**config.mk**
```make
export PLATFORM = sky130hd
export DESIGN_NAME = div32_seq
export DESIGN_NICKNAME = d
export VERILOG_FILES = /design/src/rtl/div32_seq_pkg.sv /design/src/rtl/div32_seq_add32.sv /design/src/rtl/div32_seq.sv
export SDC_FILE = /design/constraint.sdc
export NUM_CORES = 1
export LEC_CHECK = 0
export BUFFER_PORTS_ARGS = -buffer_cell sky130_fd_sc_hd__buf_2
export CAP_MARGIN = 20
export CORE_MARGIN = 10
export CORE_UTILIZATION = 35
export DETAILED_ROUTE_END_ITERATION = 16
export PLACE_DENSITY = 0.55
export SYNTH_ARGS = -nofsm -noshare
export SYNTH_HDL_FRONTEND = slang
export SYNTH_SLANG_ARGS = --single-unit
```
**constraint.sdc**
```tcl
create_clock -name clock -period 7.2 [get_ports clock]
set_input_delay 1.44 -clock clock [delete_from_list [all_inputs] [get_ports clock]]
set_output_delay 1.44 -clock clock [all_outputs]
set_load 0.02 [all_outputs]
```
**src/rtl/div32_seq_pkg.sv**
```systemverilog
// Shared constants for the sequential divider: state encoding, step count,
// the divide-by-zero quotient and a small negation helper.
package div32_seq_pkg;

    localparam logic [2:0] IDLE = 3'd0;
    localparam logic [2:0] PREP = 3'd1;
    localparam logic [2:0] ITER = 3'd2;
    localparam logic [2:0] FIX  = 3'd3;
    localparam logic [2:0] DONE = 3'd4;

    localparam int          DIV_ITERS     = 32;
    localparam logic [4:0]  ITER_LAST     = 5'(DIV_ITERS - 1);
    localparam logic [31:0] DIV0_QUOTIENT = 32'hFFFF_FFFF;

    // Two's-complement negate by the carry-free rule: bits above the lowest
    // set bit invert, bits up to and including it pass through.
    function automatic logic [31:0] neg32_scan(input logic [31:0] x);
        logic [31:0] y;
        logic        seen;
        y    = '0;
        seen = 1'b0;
        for (int i = 0; i < 32; i++) begin
            y[i] = x[i] ^ seen;
            seen = seen | x[i];
        end
        return y;
    endfunction

endpackage

```
**src/rtl/div32_seq_add32.sv**
```systemverilog
// 32-bit adder with carry in/out; the divider uses it in subtract mode by
// feeding an inverted operand and cin=1.
module add32 (
    input  logic [31:0] a,
    input  logic [31:0] b,
    input  logic        cin,
    output logic [31:0] sum,
    output logic        cout
);

    assign {cout, sum} = {1'b0, a} + {1'b0, b} + {32'd0, cin};

endmodule

```
**src/rtl/div32_seq.sv**
```systemverilog
// Restoring 32-bit divider, one quotient bit per clock, quotient on LO and
// remainder on HI, start/done handshake.
module div32_seq
    import div32_seq_pkg::*;
#(
    parameter logic SIGNED = 1'b1
) (
    input  logic        clock,
    input  logic        clear_n,
    input  logic        start,
    input  logic [31:0] Ra,
    input  logic [31:0] Rb,
    output logic        busy,
    output logic        done,
    output logic [31:0] quotient,
    output logic [31:0] remainder,
    output logic        div_by_zero
);

    logic [2:0]  state_q, state_d;
    logic [31:0] r_q, r_d;
    logic [31:0] q_q, q_d;
    logic [31:0] d_q, d_d;
    logic [4:0]  cnt_q, cnt_d;
    logic        neg_q_q, neg_q_d;
    logic        neg_r_q, neg_r_d;
    logic [31:0] quotient_q, quotient_d;
    logic [31:0] remainder_q, remainder_d;
    logic        dbz_q, dbz_d;
    logic        busy_q, busy_d;
    logic        done_q, done_d;

    logic [31:0] add_a, add_b, add_sum, neg_src, r_shift;
    logic        add_cin, add_cout, take;

    add32 u_add32 (
        .a    (add_a),
        .b    (add_b),
        .cin  (add_cin),
        .sum  (add_sum),
        .cout (add_cout)
    );

    always_comb begin
        state_d     = state_q;
        r_d         = r_q;
        q_d         = q_q;
        d_d         = d_q;
        cnt_d       = cnt_q;
        neg_q_d     = neg_q_q;
        neg_r_d     = neg_r_q;
        quotient_d  = quotient_q;
        remainder_d = remainder_q;
        dbz_d       = dbz_q;
        take        = 1'b0;

        r_shift = {r_q[30:0], q_q[31]};
        // The divisor magnitude is formed while idle so PREP only has to
        // negate the dividend, keeping one adder for every negation step.
        neg_src = (state_q == IDLE) ? Rb : q_q;
        add_a   = '0;
        add_b   = ~neg_src;
        add_cin = 1'b1;
        if (state_q == ITER) begin
            add_a = r_shift;
            add_b = ~d_q;
        end

        case (state_q)
            IDLE: begin
                if (start) begin
                    q_d     = Ra;
                    d_d     = (SIGNED && Rb[31]) ? add_sum : Rb;
                    neg_q_d = SIGNED & (Ra[31] ^ Rb[31]);
                    neg_r_d = SIGNED & Ra[31];
                    state_d = PREP;
                end
            end
            PREP: begin
                if (d_q == '0) begin
                    quotient_d  = DIV0_QUOTIENT;
                    remainder_d = q_q;
                    dbz_d       = 1'b1;
                    state_d     = DONE;
                end else begin
                    r_d     = '0;
                    q_d     = (SIGNED && q_q[31]) ? add_sum : q_q;
                    cnt_d   = ITER_LAST;
                    state_d = ITER;
                end
            end
            ITER: begin
                take = r_q[31] | add_cout;
                r_d  = take ? add_sum : r_shift;
                q_d  = {q_q[30:0], take};
                if (cnt_q == '0) begin
                    state_d = FIX;
                end else begin
                    cnt_d = cnt_q - 5'd1;
                end
            end
            FIX: begin
                // Quotient goes through the adder; the remainder uses the
                // scan negate so both signs are fixed on the same edge.
                quotient_d  = neg_q_q ? add_sum : q_q;
                remainder_d = neg_r_q ? neg32_scan(r_q) : r_q;
                dbz_d       = 1'b0;
                state_d     = DONE;
            end
            DONE:    state_d = IDLE;
            default: state_d = IDLE;
        endcase

        busy_d = (state_d == PREP) || (state_d == ITER) || (state_d == FIX);
        done_d = (state_d == DONE);
    end

    always_ff @(posedge clock or negedge clear_n) begin
        if (!clear_n) begin
            state_q     <= IDLE;
            r_q         <= '0;
            q_q         <= '0;
            d_q         <= '0;
            cnt_q       <= '0;
            neg_q_q     <= 1'b0;
            neg_r_q     <= 1'b0;
            quotient_q  <= '0;
            remainder_q <= '0;
            dbz_q       <= 1'b0;
            busy_q      <= 1'b0;
            done_q      <= 1'b0;
        end else begin
            state_q     <= state_d;
            r_q         <= r_d;
            q_q         <= q_d;
            d_q         <= d_d;
            cnt_q       <= cnt_d;
            neg_q_q     <= neg_q_d;
            neg_r_q     <= neg_r_d;
            quotient_q  <= quotient_d;
            remainder_q <= remainder_d;
            dbz_q       <= dbz_d;
            busy_q      <= busy_d;
            done_q      <= done_d;
        end
    end

    assign busy        = busy_q;
    assign done        = done_q;
    assign quotient    = quotient_q;
    assign remainder   = remainder_q;
    assign div_by_zero = dbz_q;

endmodule

```
==> flow_summary_export.csv <==
group,metric,value,unit
die,initial_utilization,35.4,%
setup_path,cp.required,7.56,ns
synthesis,ys_async_sr_fraction,100,%
setup_path,critPathBufInv,1,
synthesis,ys_seq_area_share,37.7,%
cts,numCtsBuffers,17,
routing,dr.pass1.iters,5,
synthesis,yosysWarnings,0,
timing,fin_crit_sh,90.4,%
timing,slew_violations,0,
finish,area_delta_synth_final,13.9,%
timing,finalHoldViolCount,0,
setup_path,reg2reg_slack,0.69,ns
placement,dp.cells,1849,
worst_hold_path,hp-start,"cnt_q[0]$_DFFE_PN0P_",
cts,cts_hold_buffers,0,
pwr,p_int,3.41,mW
setup_path,ff2ff_path_depth,35,
synthesis,synth_area_per_cell,8.46,um^2
routing,drc_errors,0,
finish,filler_cell_count,3298,
synthesis,yosys.area_share.xor_xnor,2.13,%
pwr,power_switching,3.69,mW
die,num_rows,66,
cts,ctsLongestPathBuffers,2,
placement,place.gp.congestion,0.942,
synthesis,ys_ff_latch,173,
synthesis,synth.area.top_cells,"dfrtp_1 38%, ha_1 6.9%, mux2i_1 6.6%, nand2_1 6.4%, a21oi_1 5.1%",
setup_path,critPathMostFrequentCell,"ha_1",
timing,finalClockSkew,0.0172,ns
setup_path,reg2reg_to,"remainder[31]$_DFFE_PN0P_",
timing,setup_tns,0,ns
finish,drive_gt1_share,14.8,%
setup_path,worstReg2RegStart,"r_q[0]$_DFFE_PN0P_",
synthesis,synthDominantCellAreaShare,37.7,%
cts,path_clk_slew,0.07,ns
pwr,combPwrFrac,59.6,%
run,cap_violations,0,
finish,diodes,0,
setup_path,worstSetupEndpointType,"flip-flop",
global_route,overflow,0,
global_route,grt_antenna_before_repair,0,
global_route,grtUsageTotal,20.2,%
cts,clockRootBuffer,"clkbuf_16",
placement,hpwl,30.5,mm
timing,hold_ws,0.496,ns
synthesis,postSynthCellCount,1358,
timing,period_minus_slack,6.51,ns
setup_path,critPathKind,"reg -> reg",
pwr,p_leak,6.17,nW
status,status,"complete, no violations",
cts,cts_tree,"done",
synthesis,synthAdderAreaFrac,7.03,%
synthesis,synthMuxAreaShare,6.91,%
synthesis,synth-simple-area-share,18.5,%
setup_path,cp.depth,35,
timing,tightest_slew,1.01,ns
finish,layout_commonest_cell,"nand2_1",
routing,postRouteAntennaNets,0,
synthesis,synth_top_family_by_area,"compound AO/OA/AOI/OAI gates",
setup_path,setup.worst_path.start_class,"flip-flop",
routing,dr_total_vias,10758,
routing,drt-initial-drc-count,1153,
cts,cts.sinks,173,
pwr,swShare,52.0,%
synthesis,ys_types,70,
placement,io_buffers,133,
finish,final_cell_mix,"194 x nand2_1, 172 x dfrtp_1, 132 x buf_2",
timing,relSlewSlack,32.7,%
cts,post_cts_buffers,0,
routing,vias_per_cell,5.72,
die,fp.coreArea,32500,um^2
setup_path,cp-startpoint,"r_q[0]$_DFFE_PN0P_",
setup_path,critical-path-top-delay-family,"adder cells",
pwr,pwr-share-seq,26.3,%
cts,ctsHtreeMaxLevel,4,
timing,layout_setup_ws,0.689,ns
synthesis,yosysTopAreaCell,"dfrtp_1",
timing,setup_viol,0,
global_route,first_global_vias,10434,
cts,clk_latency,0.45,ns
setup_path,cp_max_fo,3,
die,die_area,40500,um^2
placement,place_ws,0.713,ns
finish,final_nets,1557,
die,die_w,201,um
synthesis,syn_area,11500,um^2
pwr,clockPowerShare,14.1,%
synthesis,synth_flop_cell,"dfrtp_1",
synthesis,synth_edf_count,0,
setup_path,critPathSlowestCell,"dfrtp_1",
synthesis,synth_compound_area_share,22.5,%
synthesis,synth_nets,1489,
pwr,power_density,542,nW/um^2
die,die_h,201,um
setup_path,crit_end,"remainder[31]$_DFFE_PN0P_",
die,io_pins,134,
global_route,grt_pass1_wl,64.6,mm
setup_path,cp_data_arrival_time,6.87,ns
routing,drt_wl_total,42.0,mm
pwr,power,7.10,mW
timing,rsz0062_at_grt,"no",
timing,max_freq,154,MHz
finish,instances_no_fill,1881,
pwr,vdd_drop_max,226,uV
global_route,grt_max_degree,68,
routing,wl_per_cell,22.3,um
worst_hold_path,hold_path.class,"reg -> reg",
setup_path,max_stage_delay,0.37,ns
cts,cts_resized,0,
## synth_stat cells, types with 3 or more instances
cell type    n
nand2b_1    17
inv_1       42
o21bai_1     3
a211oi_1     4
nor2b_1      5
dfrtp_1    173
o21ai_1      3
a221o_1      3
o211ai_1    32
o21ai_0     60
mux2_2       3
mux2i_1     76
nor2_1     131
nor3_1      22
a22oi_1      4
nand3_1     56
a31oi_1     47
a21o_1      17
xnor2_1     18
a21oi_1    118
o211a_1     31
buf_4        4
nand4_1     11
buf_1       11
or3_1        8
buf_6        4
o31ai_1      5
clkbuf_1    87
xor2_1      10
ha_1        63
a222oi_1    27
nor4_1       9
and2_1       5
and3_1       8
nand2_1    196
## state kept, by name, summed over array words and instances (netlist names), 3 cells and up
signal / cells
quotient: 32
r_q: 32
d_q: 32
remainder: 32
state_q: 3
cnt_q: 5
q_q: 32
## worst min-delay path by stage
stage,endpoint,slack [ns],cells after the start
4_1_cts,cnt_q[0]$_DFFE_PN0P_,0.50,1
3_3_place_gp,cnt_q[0]$_DFFE_PN0P_,0.48,1
5_1_grt,r_q[28]$_DFFE_PN0P_,0.53,2
6_report,cnt_q[0]$_DFFE_PN0P_,0.50,1
2_1_floorplan,r_q[28]$_DFFE_PN0P_,0.46,2
3_5_place_dp,r_q[28]$_DFFE_PN0P_,0.48,2
## cell type report
cell class | instances | area, um^2 | share of cell area (%)
Multi-Input combinational cell | 1037 | 6590 | 50.3
Clock inverter | 14 | 181 | 1.39
Inverter | 42 | 158 | 1.20
Clock buffer | 18 | 429 | 3.28
Sequential cell | 173 | 4330 | 33.1
Tap cell | 442 | 553 | 4.22
Timing Repair Buffer | 155 | 850 | 6.49
## per-layer routing
metal / part of all wire (%) / track usage, %
met5: 0 / 0
met2: 42 / 28.7
met3: 7.8 / 3.84
met1: 48 / 30.2
met4: 2.0 / 5.72
## kinds of logic (layout without fill, tap and decap cells)
logic type,Yosys count,after routing
AND/OR/NAND/NOR,482,482
AO/OA/AOI/OAI,384,384
flip-flops,173,173
buffers and inverters,148,229
multiplexers,79,79
adder cells (fa/ha/maj),64,64
XOR/XNOR,28,28
## power groups by stage
stage / Sequential [mW] / Combinational (mW) / Clock [mW]
6_report: 1.87 / 4.23 / 0.999
5_1_grt: 1.92 / 4.67 / 1.05
4_1_cts: 1.85 / 4.21 / 1.02
3_5_place_dp: 1.87 / 4.18 / 0
3_3_place_gp: 1.86 / 4.14 / 0
2_1_floorplan: 1.88 / 2.80 / 0
## through the flow
step / instance area [um^2] / utilization [%]
after CTS: 13100 / 40.3
final: 13100 / 40.3
after floorplan: 11500 / -
after global routing: 13100 / 40.3
after detailed placement: 12500 / 38.5
after global placement: 12500 / 38.4
(Power assumes the default switching activity.)
